`src/rtl/adc_hex_reporter_pkg.sv`:
```
// Shared definitions for the multi-channel ADC hex reporter: ASCII constants,
// frame state encoding and the nibble-to-ASCII helper.
package adc_hex_reporter_pkg;

  localparam logic [7:0] ASCII_CR    = 8'h0D;
  localparam logic [7:0] ASCII_LF    = 8'h0A;
  localparam logic [7:0] ASCII_COLON = 8'h3A;
  localparam logic [7:0] ASCII_E     = 8'h45;

  typedef enum logic [2:0] {
    S_IDLE,
    S_TAG,
    S_COLON,
    S_HEX,
    S_ERR,
    S_CR,
    S_LF
  } state_t;

  function automatic logic [7:0] hex_to_ascii(input logic [3:0] nib);
    return (nib < 4'd10) ? (8'h30 + {4'h0, nib}) : (8'h37 + {4'h0, nib});
  endfunction

endpackage

```
`src/rtl/adc_hex_reporter_rr_arbiter.sv`:
```
// Round-robin arbiter: grants the first requesting index strictly after ptr,
// wrapping around, so the previously served channel has lowest priority.
module rr_arbiter #(
  parameter int N  = 4,
  parameter int CW = 2
) (
  input  logic [N-1:0]  req,
  input  logic [CW-1:0] ptr,
  output logic [CW-1:0] grant,
  output logic          any
);

  int unsigned idx;

  always_comb begin
    grant = '0;
    any   = 1'b0;
    idx   = 0;
    for (int unsigned i = 1; i <= N; i++) begin
      idx = (32'(ptr) + i) % N;
      if (!any && req[idx]) begin
        any   = 1'b1;
        grant = CW'(idx);
      end
    end
  end

endmodule

```
`src/rtl/adc_hex_reporter.sv`:
```
// Multi-channel ADC sample buffer that reports pending channels round-robin as
// ASCII frames "<tag>:<hex>\r\n" to a uart_tx, plus "E\r\n" error frames.
module adc_hex_reporter
  import adc_hex_reporter_pkg::*;
#(
  parameter int NUM_CH = 4,
  parameter int DATA_W = 16,
  parameter int TAG_EN = 1
) (
  input  logic                     i_Clk,
  input  logic                     w_rst,
  input  logic [NUM_CH*DATA_W-1:0] i_data,
  input  logic [NUM_CH-1:0]        i_valid,
  input  logic                     i_error,
  input  logic                     i_tx_busy,
  output logic [7:0]               o_tx_data,
  output logic                     o_tx_start,
  output logic [NUM_CH-1:0]        o_overrun,
  output logic                     o_busy
);

  localparam int CW = (NUM_CH > 1) ? $clog2(NUM_CH) : 1;
  localparam int ND = DATA_W / 4;
  localparam logic [2:0] DLAST = 3'(ND - 1);

  logic [DATA_W-1:0] hold [NUM_CH];
  logic [NUM_CH-1:0] pend;
  logic [CW-1:0]     ptr;
  logic [CW-1:0]     grant;
  logic [CW-1:0]     tag;
  logic              any;
  state_t            state;
  logic [DATA_W-1:0] shift_reg;
  logic [2:0]        dcnt;
  logic              error_sent;
  logic [3:0]        nib;
  logic [7:0]        byte_out;
  logic              can_issue;
  logic              start_err;
  logic              pick;

  rr_arbiter #(.N(NUM_CH), .CW(CW)) u_arb (
    .req  (pend),
    .ptr  (ptr),
    .grant(grant),
    .any  (any)
  );

  // Single hex_to_ascii shared by tag and digits through the nibble mux.
  always_comb begin
    can_issue = !i_tx_busy && !o_tx_start;
    start_err = (state == S_IDLE) && i_error && !error_sent;
    pick      = (state == S_IDLE) && !start_err && any;
    nib       = (state == S_TAG) ? 4'(tag) : shift_reg[DATA_W-1 -: 4];
    case (state)
      S_TAG, S_HEX: byte_out = hex_to_ascii(nib);
      S_COLON:      byte_out = ASCII_COLON;
      S_ERR:        byte_out = ASCII_E;
      S_CR:         byte_out = ASCII_CR;
      S_LF:         byte_out = ASCII_LF;
      default:      byte_out = '0;
    endcase
  end

  always_ff @(posedge i_Clk) begin
    if (w_rst) begin
      o_tx_data  <= '0;
      o_tx_start <= 1'b0;
      o_overrun  <= '0;
      o_busy     <= 1'b0;
      pend       <= '0;
      ptr        <= CW'(NUM_CH - 1);
      tag        <= '0;
      shift_reg  <= '0;
      dcnt       <= '0;
      error_sent <= 1'b0;
      state      <= S_IDLE;
      for (int unsigned k = 0; k < NUM_CH; k++) hold[k] <= '0;
    end else begin
      o_tx_start <= 1'b0;

      // A capture on the channel being selected keeps it pending (set wins).
      for (int unsigned k = 0; k < NUM_CH; k++) begin
        if (i_valid[k]) begin
          hold[k] <= i_data[k*DATA_W +: DATA_W];
          pend[k] <= 1'b1;
          if (pend[k] && !(pick && grant == CW'(k))) o_overrun[k] <= 1'b1;
        end else if (pick && grant == CW'(k)) begin
          pend[k] <= 1'b0;
        end
      end

      case (state)
        S_IDLE: begin
          if (start_err) begin
            o_busy <= 1'b1;
            state  <= S_ERR;
          end else if (any) begin
            shift_reg <= hold[grant];
            tag       <= grant;
            ptr       <= grant;
            dcnt      <= DLAST;
            o_busy    <= 1'b1;
            state     <= (TAG_EN != 0) ? S_TAG : S_HEX;
          end
        end
        default: begin
          if (can_issue) begin
            o_tx_start <= 1'b1;
            o_tx_data  <= byte_out;
            case (state)
              S_TAG:   state <= S_COLON;
              S_COLON: begin
                dcnt  <= DLAST;
                state <= S_HEX;
              end
              S_HEX: begin
                shift_reg <= shift_reg << 4;
                if (dcnt == 3'd0) state <= S_CR;
                else dcnt <= dcnt - 3'd1;
              end
              S_ERR: begin
                error_sent <= 1'b1;
                state      <= S_CR;
              end
              S_CR: state <= S_LF;
              default: begin
                o_busy <= 1'b0;
                state  <= S_IDLE;
              end
            endcase
          end
        end
      endcase

      if (!i_error) error_sent <= 1'b0;
    end
  end

endmodule

```
`config.mk`:
```
export PLATFORM = sky130hd
export DESIGN_NAME = adc_hex_reporter
export DESIGN_NICKNAME = d
export VERILOG_FILES = /design/src/rtl/adc_hex_reporter_pkg.sv /design/src/rtl/adc_hex_reporter_rr_arbiter.sv /design/src/rtl/adc_hex_reporter.sv
export SDC_FILE = /design/constraint.sdc
export NUM_CORES = 1
export LEC_CHECK = 0
export CORE_ASPECT_RATIO = 1.4
export CORE_MARGIN = 10
export CORE_UTILIZATION = 49
export CTS_CLUSTER_DIAMETER = 40
export DETAILED_ROUTE_END_ITERATION = 8
export PLACE_DENSITY = 0.84
export RECOVER_POWER = 25
export SLEW_MARGIN = 30
export SYNTH_ARGS = -nofsm -noshare
export SYNTH_HDL_FRONTEND = slang
export SYNTH_SLANG_ARGS = --single-unit
export TNS_END_PERCENT = 1
```
`constraint.sdc`:
```
create_clock -name i_Clk -period 2.4 [get_ports i_Clk]
set_input_delay 0.24 -clock i_Clk [delete_from_list [all_inputs] [get_ports i_Clk]]
set_output_delay 0.24 -clock i_Clk [all_outputs]
set_load 0.005 [all_outputs]
```
==> flow_summary.rst, run 1 <==
.. list-table::
   :header-rows: 1

   * - Metric
     - Value
   * - Status
     - finished, final reports clean
   * - Detailed Route Iter0 Violations
     - 306
   * - TritonCTS Buffers
     - 9
   * - Final period demand of the worst path
     - 2180 ps
   * - Leakage power figure
     - 0.00260 µW
   * - Clock Pin Slew Worst Setup and Hold Paths
     - 70 ps
   * - Maximum number of pins on one net before global-route repair
     - 27
   * - Clock Path Buffers
     - 2
   * - TritonCTS clock tree
     - done
   * - Max-Slew Margin vs Limit
     - 0.194
   * - Die width
     - 106 µm
   * - GRT Overall Usage
     - 0.182
   * - Most used DFF post-synth
     - sky130_fd_sc_hd__edfxtp_1
   * - Clock group share of total power
     - 0.246
   * - Register-to-Register Setup Slack
     - 220 ps
   * - Diodes inserted
     - 0
   * - Via count normalized by instance count
     - 5.80
   * - Class of the tightest hold or removal check
     - reg -> reg
   * - Setup Viol. Count Final
     - 0
   * - Max FFs per register
     - 64
   * - WL per Instance
     - 19.3 µm
   * - Most common library cell in the layout ignoring fill and taps
     - sky130_fd_sc_hd__clkdlybuf4s50_1
   * - Critical setup path kind
     - reg -> reg
   * - Die Span Y
     - 141 µm
   * - Hold Fails Final Rpt
     - 0
   * - Overall overflow remaining after global route
     - 0
   * - Quantity of I/O buffers inserted on ports
     - 84
   * - Fraction of final layout cells sized beyond drive strength 1
     - 0.0782
   * - Final wirelength
     - 13.5 mm
   * - Via count of the first global-routing pass
     - 4,208
   * - Least-Margin Pin Slew
     - 1210 ps
   * - Post-Route Skew
     - 7.50 ps
   * - Clock latency of the later-clocked register in the worst-skew pair
     - 350 ps
   * - Initial core utilization
     - 0.496
   * - Synthesized net count
     - 555
   * - Area enclosed by the die boundary
     - 15,000 µm²
   * - Nature of the critical path startpoint
     - register
   * - Commonest non-fill, non-tap cells in the layout
     - sky130_fd_sc_hd__clkdlybuf4s50_1 (83), sky130_fd_sc_hd__edfxtp_1 (64), sky130_fd_sc_hd__nand2_1 (51)
   * - TritonCTS sink count
     - 108
   * - Root Buffer Master
     - sky130_fd_sc_hd__clkbuf_16
   * - Part of the total power dissipated in combinational logic
     - 0.334
   * - NetSw
     - 2010 µW
   * - Proportion of power drawn by flip-flops and latches
     - 0.420
   * - Fraction of registers with async set/reset
     - 0
   * - Seq/Total Area, Yosys
     - 0.549
   * - Tcrit/Tclk final
     - 0.910
   * - Fill cell total of the finished layout
     - 836
   * - Count of cell types in the netlist
     - 56
   * - Wire length of the first global-routing pass
     - 21.6 mm
   * - Arrival time reported for the critical path endpoint
     - 2420 ps
   * - Number of remaining DRC errors
     - 0
   * - Post-detailed-route count of antenna-violating nets
     - 0
   * - Via count
     - 4,063
   * - Max Freq
     - 458 MHz
   * - VDD IR max
     - 0.455 mV
   * - Area of the placeable core
     - 10,300 µm²
   * - Endpoint class of the critical path
     - register
   * - Cells after Synth
     - 480
   * - Placed Cells incl. Taps
     - 685
   * - H-Tree Depth
     - 3
   * - Final Wtd Congestion
     - 0.938
   * - Number of flops mapped to enable cells by yosys
     - 64
   * - Pre-Repair DR Iteration Count
     - 5
   * - Layout area overhead
     - 24.6%
   * - Total power per unit cell area
     - 949 nW/µm²
   * - Switch share
     - 0.332
   * - Synthesis Warnings
     - 0
   * - Half-perimeter wire length after detailed placement
     - 10.3 mm
   * - Post-route non-filler standard cell count
     - 701
   * - Number of max-cap violations
     - 0
   * - Final #Nets
     - 633
   * - Post-synthesis instance area
     - 5110 µm²
   * - Pins Over Slew Limit
     - 0
   * - Final total negative setup slack
     - 0 ps
   * - Placement Rows
     - 44
   * - Avg Cell Area, Syn
     - 10.6 µm²
   * - Number of antenna violations at the first check in global routing
     - 0
   * - Flops & latches, synth
     - 108
   * - Maximum fanout encountered on the critical timing path
     - 17
   * - Num ports
     - 86
   * - Unrepaired setup endpoints after global routing
     - no
   * - Pint
     - 4030 µW
   * - Required time at the endpoint of the critical path
     - 2640 ps
   * - Quantity of hold-fixing buffers added after cts
     - 0
## power groups by stage
stage | sequential, µW | combinational (µW) | clock, µW
after global placement | 2550 | 1930 | 0
after detailed placement | 2570 | 2000 | 0
after global routing | 2570 | 2220 | 1560
after floorplan | 2440 | 1460 | 0
final | 2540 | 2020 | 1480
after CTS | 2530 | 2020 | 1500
## worst max-delay path: stages, from the launching register on
cell and delay [ps]:
sky130_fd_sc_hd__dfxtp_1 530, sky130_fd_sc_hd__nor2_1 130, sky130_fd_sc_hd__a221oi_4 630, sky130_fd_sc_hd__o22ai_1 270, sky130_fd_sc_hd__a211o_1 280, sky130_fd_sc_hd__a32o_1 240
## synth_stat cells (all sizes together), types with 2 or more instances
| library cell | number | area share |
|---|---|---|
| clkbuf | 20 | 0.015 |
| mux2i | 2 | 0.0039 |
| or2 | 2 | 0.0024 |
| nand2b | 17 | 0.021 |
| a22o | 4 | 0.0069 |
| edfxtp | 64 | 0.38 |
| and2 | 18 | 0.022 |
| o21a | 2 | 0.0029 |
| nor3 | 10 | 0.013 |
| a32o | 13 | 0.025 |
| buf | 15 | 0.020 |
| dfxtp | 44 | 0.17 |
| nand2 | 51 | 0.038 |
| and3 | 49 | 0.061 |
| nor2b | 4 | 0.0049 |
| a221oi | 3 | 0.0086 |
| o211a | 4 | 0.0078 |
| ha | 3 | 0.0073 |
| a21boi | 4 | 0.0059 |
| nor3b | 2 | 0.0029 |
| o21ai | 23 | 0.023 |
| a31oi | 4 | 0.0049 |
| nand3 | 4 | 0.0049 |
| nor4b | 2 | 0.0047 |
| a21oi | 18 | 0.021 |
| a311oi | 4 | 0.010 |
| o22ai | 17 | 0.021 |
| o211ai | 3 | 0.0044 |
| inv | 12 | 0.0088 |
| nor2 | 23 | 0.017 |
| a21o | 13 | 0.019 |
| a211o | 17 | 0.029 |
## path summary, 6_finish.rpt
path,depth (start not counted),start,endpoint
setup reg to reg,5,pend[2],shift_reg[5]
hold / removal,2,o_overrun[0],o_overrun[0]
hold reg to reg,2,o_overrun[0],o_overrun[0]
setup / recovery,5,pend[2],shift_reg[5]
## cell families (layout without fill, tap and decap cells)
family | after synthesis | in the layout | share of synthesized area
XOR/XNOR | 2 | 2 | 0.00343
adder cells (fa/ha/maj) | 3 | 3 | 0.00735
buffers and inverters | 47 | 130 | 0.0436
flip-flops | 108 | 108 | 0.549
other | 1 | 1 | 0.000734
AO/OA/AOI/OAI | 131 | 131 | 0.193
AND/OR/NAND/NOR | 186 | 186 | 0.200
multiplexers | 2 | 2 | 0.00392
## final cells by class
class / instances / area (µm²) / area share
clock inverters: 7 / 75.1 / 0.0118
clock buffers: 9 / 225 / 0.0354
well taps: 138 / 173 / 0.0271
flip-flops and latches: 108 / 2800 / 0.440
repair buffers: 102 / 957 / 0.150
inverters: 12 / 45.0 / 0.00708
multi-input cells: 325 / 2090 / 0.328
## metrics by stage
step           cell area, µm²  power (µW)  worst slack [ps]  utilization  hold WS [ps]
2_1_floorplan            5110        3910               452            -           357
3_3_place_gp             6080        4480               259        0.591           431
3_5_place_dp             6080        4570               217        0.591           448
4_1_cts                  6380        6050               175        0.620           459
5_1_grt                  6370        6360              46.4        0.618           481
6_report                 6370        6040               216        0.618           459
## timing repair
item                       CTS  global route
gates resized for setup      0             1
setup endpoints to repair    0             2
setup buffers                0             0
## routing by layer
layer  part of all wire  global-route usage  wire length (µm)  vias to the layer above
li1                   -                   -                 -                     1932
met1               0.38               0.192              5110                     1914
met2               0.52               0.328              7100                      173
met3              0.052              0.0374               700                       44
met4              0.047               0.103               636                        0
met5                  0                   0                 0                        -
No activity file was read; power rests on OpenSTA's default activity.
==> run 2: changes to the inputs <==
- CORE_ASPECT_RATIO: 1.4 -> not set
- SLEW_MARGIN: 30 -> 0
==> flow_summary.rst, run 2 (synthesis gave the netlist of run 1 again) <==
.. list-table::
   :header-rows: 1

   * - Metric
     - Value
   * - TritonCTS clock tree
     - done
   * - Tcrit/Tclk final
     - 0.909
   * - H-Tree Depth
     - 3
   * - Final total negative setup slack
     - 0 ps
   * - Post-route non-filler standard cell count
     - 699
   * - Least-Margin Pin Slew
     - 1220 ps
   * - Class of the tightest hold or removal check
     - reg -> reg
   * - Diodes inserted
     - 0
   * - Clock Path Buffers
     - 2
   * - Required time at the endpoint of the critical path
     - 2720 ps
   * - Final period demand of the worst path
     - 2180 ps
   * - Leakage power figure
     - 0.00256 µW
   * - WL per Instance
     - 18.5 µm
   * - VDD IR max
     - 0.376 mV
   * - Placement Rows
     - 37
   * - Pins Over Slew Limit
     - 0
   * - Die Span Y
     - 122 µm
   * - Quantity of I/O buffers inserted on ports
     - 84
   * - Post-Route Skew
     - 14.2 ps
   * - Overall overflow remaining after global route
     - 0
   * - Hold Fails Final Rpt
     - 0
   * - Final wirelength
     - 12.9 mm
   * - Fraction of final layout cells sized beyond drive strength 1
     - 0.0728
   * - Layout area overhead
     - 22.3%
   * - Via count of the first global-routing pass
     - 4,056
   * - GRT Overall Usage
     - 0.172
   * - Final Wtd Congestion
     - 0.900
   * - Status
     - finished, final reports clean
   * - Post-detailed-route count of antenna-violating nets
     - 0
   * - Most common library cell in the layout ignoring fill and taps
     - sky130_fd_sc_hd__clkdlybuf4s50_1
   * - Via count normalized by instance count
     - 5.78
   * - Number of remaining DRC errors
     - 0
   * - Area of the placeable core
     - 10,200 µm²
   * - Initial core utilization
     - 0.499
   * - Maximum fanout encountered on the critical timing path
     - 9
   * - Unrepaired setup endpoints after global routing
     - no
   * - TritonCTS sink count
     - 108
   * - Max Freq
     - 458 MHz
   * - Placed Cells incl. Taps
     - 683
   * - Die width
     - 122 µm
   * - Number of antenna violations at the first check in global routing
     - 0
   * - Area enclosed by the die boundary
     - 14,900 µm²
   * - Half-perimeter wire length after detailed placement
     - 9.78 mm
   * - Wire length of the first global-routing pass
     - 20.3 mm
   * - Num ports
     - 86
   * - Number of max-cap violations
     - 0
   * - Root Buffer Master
     - sky130_fd_sc_hd__clkbuf_8
   * - Setup Viol. Count Final
     - 0
   * - Clock latency of the later-clocked register in the worst-skew pair
     - 370 ps
   * - TritonCTS Buffers
     - 9
   * - Arrival time reported for the critical path endpoint
     - 2500 ps
   * - Critical setup path kind
     - reg -> reg
   * - Clock Pin Slew Worst Setup and Hold Paths
     - 100 ps
   * - Max FFs per register
     - 64
   * - Max-Slew Margin vs Limit
     - 0.185
   * - Pre-Repair DR Iteration Count
     - 5
   * - Maximum number of pins on one net before global-route repair
     - 35
   * - Via count
     - 4,039
   * - Endpoint class of the critical path
     - register
   * - Final #Nets
     - 633
   * - Detailed Route Iter0 Violations
     - 333
   * - Total power per unit cell area
     - 901 nW/µm²
   * - Post-CTS setup repair buffer count
     - 0
   * - Count of cells resized by post-cts repair
     - 0
   * - Nature of the critical path startpoint
     - register
   * - Commonest non-fill, non-tap cells in the layout
     - sky130_fd_sc_hd__clkdlybuf4s50_1 (82), sky130_fd_sc_hd__edfxtp_1 (64), sky130_fd_sc_hd__nand2_1 (51)
   * - Quantity of hold-fixing buffers added after cts
     - 0
-- run 2: changes by cell type in the layout (fill, tap and decap cells not counted), sizes merged --
cell           delta
buf               +1
clkdlybuf4s50     -1
dlygate4sd3       +1
clkbuf            +1
inv               +1
clkinv            -2
clkinvlp          -1
-- run 2: per-stage QoR --
| stage | hold WS, ps | total power (µW) | worst slack, ps | area, µm² | util |
|---|---|---|---|---|---|
| floorplan | 357 | 3910 | 452 | 5110 | - |
| global placement | 440 | 4490 | 342 | 6080 | 0.594 |
| detailed placement | 445 | 4550 | 252 | 6080 | 0.594 |
| CTS | 458 | 5630 | 220 | 6270 | 0.613 |
| global route | 482 | 5950 | 44.3 | 6250 | 0.611 |
| finish | 462 | 5630 | 218 | 6250 | 0.611 |
-- run 2: final cells by class --
class / instances / area, µm²
well taps: 136 / 170
repair buffers: 102 / 961
fillers: 791 / 3980
inverters: 12 / 45.0
clock buffers: 11 / 131
clock inverters: 5 / 58.8
flip-flops and latches: 108 / 2800
multi-input cells: 325 / 2080
-- run 2: path summary, 6_finish.rpt --
check / cells past startpoint / slack, ps / to / start
max: 8 / 220 / o_tx_data[4] / state[0]
min: 2 / 460 / o_overrun[0] / o_overrun[0]
max reg2reg: 8 / 220 / o_tx_data[4] / state[0]
min reg2reg: 2 / 460 / o_overrun[0] / o_overrun[0]
-- run 2: layer usage --
metal,track usage,wire length [µm],vias up
li1,-,-,1930
met1,0.205,5350,1883
met2,0.280,6150,192
met3,0.0504,1020,34
met4,0.0825,412,0
met5,0,0,-
-- run 2: where the power goes --
group | internal [µW] | switching, µW
sequential | 2270 | 272
clock | 488 | 603
combinational | 951 | 1040
-- run 2: worst max-delay path: stages (launching register included) --
cell                      delay, ps
sky130_fd_sc_hd__dfxtp_1        550
sky130_fd_sc_hd__nor3b_1        480
sky130_fd_sc_hd__mux2i_1        260
sky130_fd_sc_hd__ha_1           200
sky130_fd_sc_hd__nor2b_1         50
sky130_fd_sc_hd__o21ai_0        230
sky130_fd_sc_hd__nor2_1          60
sky130_fd_sc_hd__o21ai_0        150
sky130_fd_sc_hd__o211a_1        160
==> run 3: changes to the inputs <==
==> constraint.sdc (replaced) <==
create_clock -name i_Clk -period 2.4 [get_ports i_Clk]
set_input_delay 0.24 -clock i_Clk [delete_from_list [all_inputs] [get_ports i_Clk]]
set_output_delay 0.24 -clock i_Clk [all_outputs]
set_load 0.1 [all_outputs]
==> flow_summary.rst, run 3 (synthesis gave the netlist of run 1 again) <==
.. list-table::
   :header-rows: 1

   * - Metric
     - Value
   * - Status
     - finished, final reports clean
   * - Number of antenna violations at the first check in global routing
     - 0
   * - FF-to-FF path depth
     - 8
   * - Detailed Route Iter0 Violations
     - 360
   * - Placement Rows
     - 37
   * - Hold Fails Final Rpt
     - 0
   * - Diodes inserted
     - 0
   * - Root Buffer Master
     - sky130_fd_sc_hd__clkbuf_8
   * - Area enclosed by the die boundary
     - 14,900 µm²
   * - Leakage power figure
     - 0.00253 µW
   * - Commonest non-fill, non-tap cells in the layout
     - sky130_fd_sc_hd__clkdlybuf4s50_1 (70), sky130_fd_sc_hd__edfxtp_1 (64), sky130_fd_sc_hd__nand2_1 (51)
   * - Least-Margin Pin Slew
     - 1270 ps
   * - Final Wtd Congestion
     - 0.883
   * - Pre-Repair DR Iteration Count
     - 5
   * - Quantity of hold-fixing buffers added after cts
     - 0
   * - Overall power after layout
     - 5920 µW
   * - Num ports
     - 86
   * - Quantity of I/O buffers inserted on ports
     - 84
   * - Total power per unit cell area
     - 960 nW/µm²
   * - Via count normalized by instance count
     - 5.82
   * - Setup Viol. Count Final
     - 0
   * - Final wirelength
     - 13.1 mm
   * - Number of remaining DRC errors
     - 0
   * - Die width
     - 122 µm
   * - Clock latency of the later-clocked register in the worst-skew pair
     - 370 ps
   * - Tcrit/Tclk final
     - 0.917
   * - Required time at the endpoint of the critical path
     - 2710 ps
   * - Endpoint class of the critical path
     - register
   * - Number of max-cap violations
     - 0
   * - Via count
     - 4,065
   * - Final #Nets
     - 633
   * - Critical setup path kind
     - reg -> reg
   * - Final total negative setup slack
     - 0 ps
   * - Overall overflow remaining after global route
     - 0
   * - VDD IR max
     - 0.535 mV
   * - Worst Hold Path Cells
     - 2
   * - Arrival time reported for the critical path endpoint
     - 2510 ps
   * - TritonCTS Buffers
     - 9
   * - Via count of the first global-routing pass
     - 4,157
   * - Nature of the critical path startpoint
     - register
   * - H-Tree Depth
     - 3
   * - Final period demand of the worst path
     - 2200 ps
   * - Maximum fanout encountered on the critical timing path
     - 9
   * - Hold Slack
     - 458 ps
   * - TritonCTS sink count
     - 108
   * - Pins Over Slew Limit
     - 0
   * - Post-detailed-route count of antenna-violating nets
     - 0
   * - Initial core utilization
     - 0.499
   * - Beginning of the critical path
     - state[0]
   * - Maximum number of pins on one net before global-route repair
     - 35
   * - Max-Slew Margin vs Limit
     - 0.151
   * - Most common library cell in the layout ignoring fill and taps
     - sky130_fd_sc_hd__clkdlybuf4s50_1
   * - Die Span Y
     - 122 µm
   * - Class of the tightest hold or removal check
     - reg -> reg
   * - Wire length of the first global-routing pass
     - 20.6 mm
   * - Reg-to-Reg Start
     - state[0]
   * - Post-CTS setup repair buffer count
     - 0
   * - Clock Pin Slew Worst Setup and Hold Paths
     - 100 ps
   * - WL per Instance
     - 18.7 µm
   * - Fraction of final layout cells sized beyond drive strength 1
     - 0.0799
   * - Post-Route Skew
     - 14.1 ps
   * - Area of the placeable core
     - 10,200 µm²
   * - GRT Overall Usage
     - 0.176
   * - Max Freq
     - 454 MHz
   * - TritonCTS clock tree
     - done
   * - Clock Path Buffers
     - 2
   * - Fill cell total of the finished layout
     - 832
   * - Source of the worst hold timing path
     - o_overrun[0]
   * - Count of cells resized by post-cts repair
     - 0
   * - Max FFs per register
     - 64
   * - Half-perimeter wire length after detailed placement
     - 9.98 mm
   * - Layout area overhead
     - 20.7%
   * - Unrepaired setup endpoints after global routing
     - no
[run 3: worst max-delay path, cell delays in order (launching register included)]
cell and delay [ps]:
sky130_fd_sc_hd__dfxtp_1 550, sky130_fd_sc_hd__nor3b_1 470, sky130_fd_sc_hd__mux2i_1 260, sky130_fd_sc_hd__ha_1 200, sky130_fd_sc_hd__nor2b_1 50, sky130_fd_sc_hd__o21ai_0 230, sky130_fd_sc_hd__nor2_1 60, sky130_fd_sc_hd__o21ai_0 180
sky130_fd_sc_hd__o211a_1 160
[run 3: path summary, 6_finish.rpt]
check,to,slack [ps]
max,o_tx_data[4],200
min,o_overrun[0],460
min reg2reg,o_overrun[0],460
max reg2reg,o_tx_data[4],200
[run 3: metrics by stage]
stage	util	cell area, µm²	instances	worst slack [ps]
after floorplan	-	5110	480	332
after global placement	0.591	6040	683	341
after detailed placement	0.591	6040	683	262
after CTS	0.609	6230	699	230
after global routing	0.603	6170	699	4.43
final	0.603	6170	699	199
[run 3: routing by layer]
layer,GRT usage,part of all wire
met1,0.204,0.40
met5,0,0
met3,0.0532,0.088
met4,0.0884,0.038
met2,0.288,0.47
[run 3: power by group]
group          internal (µW)  switching [µW]
combinational            884            1450
clock                    416             626
sequential              2270             272
total                   3570            2350
[run 3: final cells by class]
type / count / area (µm²) / share of cell area
Inverter: 12 / 45.0 / 0.00731
Sequential cell: 108 / 2800 / 0.455
Clock buffer: 10 / 138 / 0.0223
Timing Repair Buffer: 102 / 883 / 0.143
Multi-Input combinational cell: 325 / 2080 / 0.337
Clock inverter: 6 / 46.3 / 0.00751
Tap cell: 136 / 170 / 0.0276
